<file path="src/rtl/dryer_pkg.sv">
// Shared dryer definitions: state encoding, dial and heat codes, program table.
// The COOL state only exists when DRYER_COOLDOWN_EN is defined.
package dryer_pkg;

`ifdef DRYER_COOLDOWN_EN
  typedef enum logic [1:0] {
    ST_IDLE   = 2'd0,
    ST_RUN    = 2'd1,
    ST_PAUSED = 2'd2,
    ST_COOL   = 2'd3
  } dryer_state_e;
`else
  typedef enum logic [1:0] {
    ST_IDLE   = 2'd0,
    ST_RUN    = 2'd1,
    ST_PAUSED = 2'd2
  } dryer_state_e;
`endif

  localparam logic [3:0] DIAL_STANDARD   = 4'h1;
  localparam logic [3:0] DIAL_TOWELS     = 4'h2;
  localparam logic [3:0] DIAL_DELICATES  = 4'h4;
  localparam logic [3:0] DIAL_TOUCHUP    = 4'h8;
  localparam logic [3:0] DIAL_MANUAL_MIN = 4'hA;

  localparam logic [1:0] HEAT_OFF  = 2'b00;
  localparam logic [1:0] HEAT_LOW  = 2'b01;
  localparam logic [1:0] HEAT_MED  = 2'b10;
  localparam logic [1:0] HEAT_HIGH = 2'b11;

  typedef struct packed {
    logic       valid;
    logic [3:0] phases;
    logic [1:0] heat;
  } prog_t;

  // Manual codes Ah..Fh map to 1..6 phases at the heat dial setting.
  function automatic prog_t decode_prog(input logic [3:0] dial, input logic [1:0] heat_dial);
    prog_t p;
    p = '{valid: 1'b0, phases: 4'd0, heat: HEAT_OFF};
    case (dial)
      DIAL_STANDARD:  p = '{valid: 1'b1, phases: 4'd5, heat: HEAT_LOW};
      DIAL_TOWELS:    p = '{valid: 1'b1, phases: 4'd5, heat: HEAT_HIGH};
      DIAL_DELICATES: p = '{valid: 1'b1, phases: 4'd2, heat: HEAT_OFF};
      DIAL_TOUCHUP:   p = '{valid: 1'b1, phases: 4'd1, heat: HEAT_LOW};
      default: begin
        if (dial >= DIAL_MANUAL_MIN)
          p = '{valid: 1'b1, phases: dial - 4'd9, heat: heat_dial};
      end
    endcase
    return p;
  endfunction

endpackage

</file>
<file path="src/rtl/dryer_timebase.sv">
// Prescaler plus seconds counter; pulse is high for the one cycle that completes
// the programmed number of seconds.
module dryer_timebase #(
  parameter int CLK_HZ = 50000,
  parameter int SEC_W  = 10
) (
  input  logic             CLK,
  input  logic             RESET,
  input  logic             enable,
  input  logic             clear,
  input  logic [SEC_W-1:0] limit,
  output logic             pulse
);

  localparam int PRE_W = (CLK_HZ > 1) ? $clog2(CLK_HZ) : 1;

  logic [PRE_W-1:0] presc;
  logic [SEC_W-1:0] secs;
  logic             tick;

  assign tick  = enable && (presc == PRE_W'(CLK_HZ - 1));
  assign pulse = tick && (secs == (limit - SEC_W'(1)));

  always_ff @(posedge CLK) begin
    if (RESET || clear) begin
      presc <= '0;
      secs  <= '0;
    end else if (enable) begin
      if (tick) begin
        presc <= '0;
        secs  <= pulse ? '0 : secs + SEC_W'(1);
      end else begin
        presc <= presc + PRE_W'(1);
      end
    end
  end

endmodule

</file>
<file path="src/rtl/dryer_seq_ctrl.sv">
// Dryer cycle sequencer: program decode, phase countdown, pause/resume and
// optional cool-down (built only when DRYER_COOLDOWN_EN is defined).
module dryer_seq_ctrl
  import dryer_pkg::*;
#(
  parameter int CLK_HZ    = 50000,
  parameter int PHASE_SEC = 900,
  parameter int COOL_SEC  = 300,
  parameter int PH_W      = 4
) (
  input  logic            CLK,
  input  logic            RESET,
  input  logic            ON,
  input  logic            OFF,
  input  logic            PAUSE,
  input  logic            DOOR_OPEN,
  input  logic [3:0]      mainDial,
  input  logic [1:0]      heatDial,
  output logic            MTR,
  output logic [1:0]      HTR,
  output logic            BUSY,
  output logic [PH_W-1:0] PHASES_LEFT,
  output logic            DONE
);

`ifdef DRYER_COOLDOWN_EN
  localparam int SEC_MAX = (COOL_SEC > PHASE_SEC) ? COOL_SEC : PHASE_SEC;
`else
  localparam int SEC_MAX = PHASE_SEC;
`endif
  localparam int SEC_W = $clog2(SEC_MAX + 1);

  dryer_state_e     state;
  logic [1:0]       heat_lvl;
  prog_t            prog;
  logic             start_ok;
  logic             tb_en;
  logic             tb_clr;
  logic             phase_end;
  logic [SEC_W-1:0] limit;

  assign prog     = decode_prog(mainDial, heatDial);
  assign start_ok = ON && prog.valid && !OFF && !DOOR_OPEN && !PAUSE;

  // Timers only advance in a cycle that is not being preempted by a stop,
  // pause or restart, so no counts are lost across a pause.
  always_comb begin
    tb_en  = 1'b0;
    tb_clr = (state == ST_IDLE) || OFF;
    limit  = SEC_W'(PHASE_SEC);
    case (state)
      ST_RUN: begin
        if (start_ok) tb_clr = 1'b1;
        else          tb_en  = !OFF && !DOOR_OPEN && !PAUSE;
      end
`ifdef DRYER_COOLDOWN_EN
      ST_COOL: begin
        tb_en = !OFF && !DOOR_OPEN;
        limit = SEC_W'(COOL_SEC);
      end
`endif
      default: ;
    endcase
  end

  dryer_timebase #(
    .CLK_HZ (CLK_HZ),
    .SEC_W  (SEC_W)
  ) u_timebase (
    .CLK    (CLK),
    .RESET  (RESET),
    .enable (tb_en),
    .clear  (tb_clr),
    .limit  (limit),
    .pulse  (phase_end)
  );

  // Outputs are set together with the state so they never lag it.
  task automatic go(input dryer_state_e s, input logic [1:0] h);
    state <= s;
    BUSY  <= (s != ST_IDLE);
`ifdef DRYER_COOLDOWN_EN
    MTR   <= (s == ST_RUN) || (s == ST_COOL);
`else
    MTR   <= (s == ST_RUN);
`endif
    HTR   <= (s == ST_RUN) ? h : HEAT_OFF;
  endtask

  always_ff @(posedge CLK) begin
    if (RESET) begin
      go(ST_IDLE, HEAT_OFF);
      heat_lvl    <= HEAT_OFF;
      PHASES_LEFT <= '0;
      DONE        <= 1'b0;
    end else begin
      DONE <= 1'b0;
      if (OFF) begin
        go(ST_IDLE, HEAT_OFF);
        PHASES_LEFT <= '0;
      end else begin
        case (state)
          ST_IDLE: begin
            if (start_ok) begin
              go(ST_RUN, prog.heat);
              heat_lvl    <= prog.heat;
              PHASES_LEFT <= PH_W'(prog.phases);
            end
          end
          ST_RUN: begin
            if (DOOR_OPEN || PAUSE) begin
              go(ST_PAUSED, HEAT_OFF);
            end else if (start_ok) begin
              go(ST_RUN, prog.heat);
              heat_lvl    <= prog.heat;
              PHASES_LEFT <= PH_W'(prog.phases);
            end else if (phase_end) begin
              if (PHASES_LEFT <= PH_W'(1)) begin
                PHASES_LEFT <= '0;
`ifdef DRYER_COOLDOWN_EN
                go(ST_COOL, HEAT_OFF);
`else
                go(ST_IDLE, HEAT_OFF);
                DONE <= 1'b1;
`endif
              end else begin
                PHASES_LEFT <= PHASES_LEFT - PH_W'(1);
              end
            end
          end
          ST_PAUSED: begin
            if (ON && !DOOR_OPEN && !PAUSE)
              go(ST_RUN, heat_lvl);
          end
`ifdef DRYER_COOLDOWN_EN
          ST_COOL: begin
            if (DOOR_OPEN) begin
              go(ST_IDLE, HEAT_OFF);
            end else if (phase_end) begin
              go(ST_IDLE, HEAT_OFF);
              DONE <= 1'b1;
            end
          end
`endif
          default: begin
            go(ST_IDLE, HEAT_OFF);
            PHASES_LEFT <= '0;
          end
        endcase
      end
    end
  end

endmodule

</file>
<file path="config.mk">
export PLATFORM = sky130hd
export DESIGN_NAME = dryer_seq_ctrl
export DESIGN_NICKNAME = d
export VERILOG_FILES = /design/src/rtl/dryer_pkg.sv /design/src/rtl/dryer_timebase.sv /design/src/rtl/dryer_seq_ctrl.sv
export SDC_FILE = /design/constraint.sdc
export NUM_CORES = 1
export LEC_CHECK = 0
export CAP_MARGIN = 15
export CORE_MARGIN = 2
export CORE_UTILIZATION = 45
export DETAILED_ROUTE_END_ITERATION = 8
export GPL_ROUTABILITY_DRIVEN = 0
export PLACE_DENSITY = 0.76
export SETUP_SLACK_MARGIN = 0.5
export SLEW_MARGIN = 10
export SYNTH_ARGS = -nofsm -noshare
export SYNTH_HDL_FRONTEND = slang
export SYNTH_SLANG_ARGS = --single-unit
</file>
<file path="constraint.sdc">
create_clock -name CLK -period 5.5 [get_ports CLK]
set_input_delay 0.825 -clock CLK [delete_from_list [all_inputs] [get_ports CLK]]
set_output_delay 0.825 -clock CLK [all_outputs]
set_load 0.02 [all_outputs]
</file>
==> results.py <==
metrics = {
    "status": {
        "status": "completed",
    },
    "worst_setup_path": {
        "rr_endpoint": "u_timebase.presc[11]",
        "crit_required_ps": 5640,
        "r2r_start": "state[0]",
        "startpoint_type": "input port",
        "worstPathArrival_ps": 3610,
        "cp_max_fo": 15,
        "crit_path_end_kind": "flip-flop",
        "r2r_slack_ps": 2930,
        "ff2ff_path_depth": 5,
        "crit_type": "input port to flip-flop",
    },
    "power": {
        "power_w": 0.000559,
        "power.switching_w": 0.000125,
        "ir_drop_mv": 0.137,
        "seq_power_share_pct": 49.6,
        "pwr-share-comb_pct": 9.0,
        "cellPowerDensity_nw_per_um2": 213,
        "p_clk_share_pct": 41.4,
        "swShare_pct": 22.3,
        "leakagePower_nw": 0.848,
        "p_int_w": 0.000434,
    },
    "logic_synthesis": {
        "synth_top_area_share_pct": 33.7,
        "ys.flop_type": "dfxtp_1",
        "synth_edf_count": 0,
        "synth_top_area_cell": "dfxtp_1",
        "synth_warnings": 0,
        "synth_nets": 293,
        "synth_area_um2": 2260,
        "synthCells": 274,
        "synth_area_per_cell_um2": 8.24,
        "synthTopCellsByArea": "dfxtp_1 (34%), nor2_1 (7.6%), xor2_1 (5.0%)",
        "yosys_register_bits": 38,
        "yosys.cell_types.count": 52,
        "ys_seq_area_share_pct": 33.7,
        "synthArstFlopShare_pct": 0,
    },
    "cells_and_area": {
        "antenna_cells": 0,
        "num-fill-cells": 479,
        "drive_above_1_share_pct": 6.10,
        "area_delta_synth_final_pct": 16.0,
        "layout_common_cells": "nor2_1 (46), dfxtp_1 (38), nand2_1 (22)",
        "fin_nets": 313,
        "final_common_cell": "nor2_1",
    },
    "sta": {
        "rsz0062_at_grt": "no",
        "skew_ps": 15.1,
        "whs_ps": 485,
        "setup_violations": 0,
        "hold_viol_final": 0,
        "post-route-period-util_pct": 63.2,
        "final_max_slew_viol_count": 0,
        "tns_ps": 0,
        "worstMarginPinSlew_ps": 967,
        "fin_crit_ps": 3470,
        "max_freq_ghz": 0.288,
        "slew_headroom_pct": 35.1,
    },
    "clocking": {
        "clk_latency_ps": 290,
        "clk_pin_slew_ps": 70,
        "cts_buffers": 5,
        "clock-sinks": 38,
        "hold_buffers": 0,
        "root_buffer": "clkbuf_8",
        "cts_max_level": 2,
        "cts_setup_buffers": 0,
        "cts-resized-gates": 0,
        "cts_tree": "yes",
        "cts_max_path_buffers": 2,
    },
    "die": {
        "num_rows": 25,
        "die-area_um2": 5600,
        "die_x_um": 74.8,
        "core_area_um2": 4790,
        "die_h_um": 74.8,
        "start_util_pct": 47.2,
        "io_pins": 21,
    },
    "min_path": {
        "worst_hold_path.endpoint": "BUSY",
        "min_from": "BUSY",
        "hp-class": "flip-flop to flip-flop",
        "min_path_cells": 2,
    },
    "routing": {
        "wl_per_cell_um": 13.4,
        "drt_iter0_markers": 97,
        "vias": 2040,
        "drtPass1Iterations": 4,
        "viasPerCell": 5.64,
        "drt-total-wl_um": 4860,
        "drcViolationCount": 0,
        "ant_nets": 0,
    },
    "grt": {
        "overflow": 0,
        "track_usage_pct": 19.1,
        "grt_max_degree": 18,
        "grt_pass1_vias": 2005,
        "grt_pass1_wl_um": 8380,
        "antenna_found_initial": 0,
    },
    "placement": {
        "hpwl_um": 3560,
        "numPortBuffers": 20,
    },
    "run": {
        "maxCapViolCount": 0,
    },
}
## final cells by class
cell class / count / area (um2) / share of cell area, %
multi-input combinational: 222 / 1440 / 55.0
sequential: 38 / 761 / 29.1
timing repair buffer: 20 / 200 / 7.65
tap: 67 / 83.8 / 3.20
clock buffer: 7 / 76.3 / 2.92
clock inverter: 1 / 30.0 / 1.15
inverter: 7 / 26.3 / 1.00
## routing by layer
layer / track usage [%] / vias up / part of all wire (%)
li1: - / 1019 / -
met1: 21.5 / 969 / 44
met2: 33.7 / 44 / 51
met3: 4.42 / 8 / 3.8
met4: 9.52 / 0 / 1.7
met5: 0 / - / 0
## Yosys cell counts (2+ instances only)
cell type and count:
or2_2 2, a31oi_1 2, nor4_1 2, and3_1 4, nand3_1 12, nor3b_2 2, o21ai_1 2, nand2b_1 3
o21bai_1 3, or3_1 5, clkbuf_1 3, and4b_1 2, a21oi_1 10, xnor2_1 9, inv_1 7, nor2b_1 5
o21ai_0 11, mux2i_1 6, nand4_1 2, nor2_1 46, o32ai_1 4, a211oi_1 2, xor2_1 13, nor3_1 18
nand2_1 22, nor4b_1 3, buf_2 3, ha_1 7, dfxtp_1 38, o21a_1 3, nor3b_1 2
## logic make-up (layout without fill, tap and decap cells)
family	after synthesis	after routing	share of synthesized area [%]
and+or+nand+nor	138	138	32.4
DFF	38	38	33.7
xor gates and xnor gates	22	22	8.54
muxes	6	6	2.66
buffers and inverters	14	35	2.49
AOI/OAI and AO/OA	49	49	16.3
adders and majority gates	7	7	3.88
## power by group through the flow
stage / clock, W / sequential (W) / combinational [W]
floorplan: 0 / 0.000284 / 0.0000310
global placement: 0 / 0.000284 / 0.0000491
finish: 0.000231 / 0.000277 / 0.0000505
detailed placement: 0 / 0.000284 / 0.0000497
global route: 0.000250 / 0.000277 / 0.0000557
CTS: 0.000238 / 0.000277 / 0.0000501
## how the worst max path moves through the flow
stage | cells after the start | startpoint | end
2_1_floorplan | 9 | mainDial[0] | u_timebase.presc[10]
3_3_place_gp | 8 | mainDial[1] | u_timebase.presc[10]
3_5_place_dp | 8 | mainDial[1] | u_timebase.presc[11]
4_1_cts | 8 | mainDial[1] | u_timebase.presc[11]
5_1_grt | 8 | mainDial[1] | u_timebase.presc[8]
6_report | 8 | mainDial[1] | u_timebase.presc[11]
## per-stage QoR
step / area, um2 / utilization [%] / cells / worst slack, ps
detailed placement: 2510 / 52.5 / 354 / 1710
finish: 2620 / 54.7 / 362 / 2030
global route: 2620 / 54.7 / 362 / 1750
global placement: 2510 / 52.5 / 354 / 1840
floorplan: 2260 / - / 274 / 2780
CTS: 2620 / 54.7 / 362 / 2010
## worst max-delay path, cell delays in order
cell	delay (ps)
clkdlybuf4s50_1	570
inv_1	120
ha_1	280
nor3b_2	370
o41ai_4	160
or2_2	390
o21ai_1	780
nor2_1	120
## state kept, by name, summed over array words and instances, names as in the netlist
register / flops
BUSY: 1
DONE: 1
HTR: 2
PHASES_LEFT: 4
heat_lvl: 2
state: 2
u_timebase.presc: 16
u_timebase.secs: 10
No activity file was read; power rests on OpenSTA's default activity.
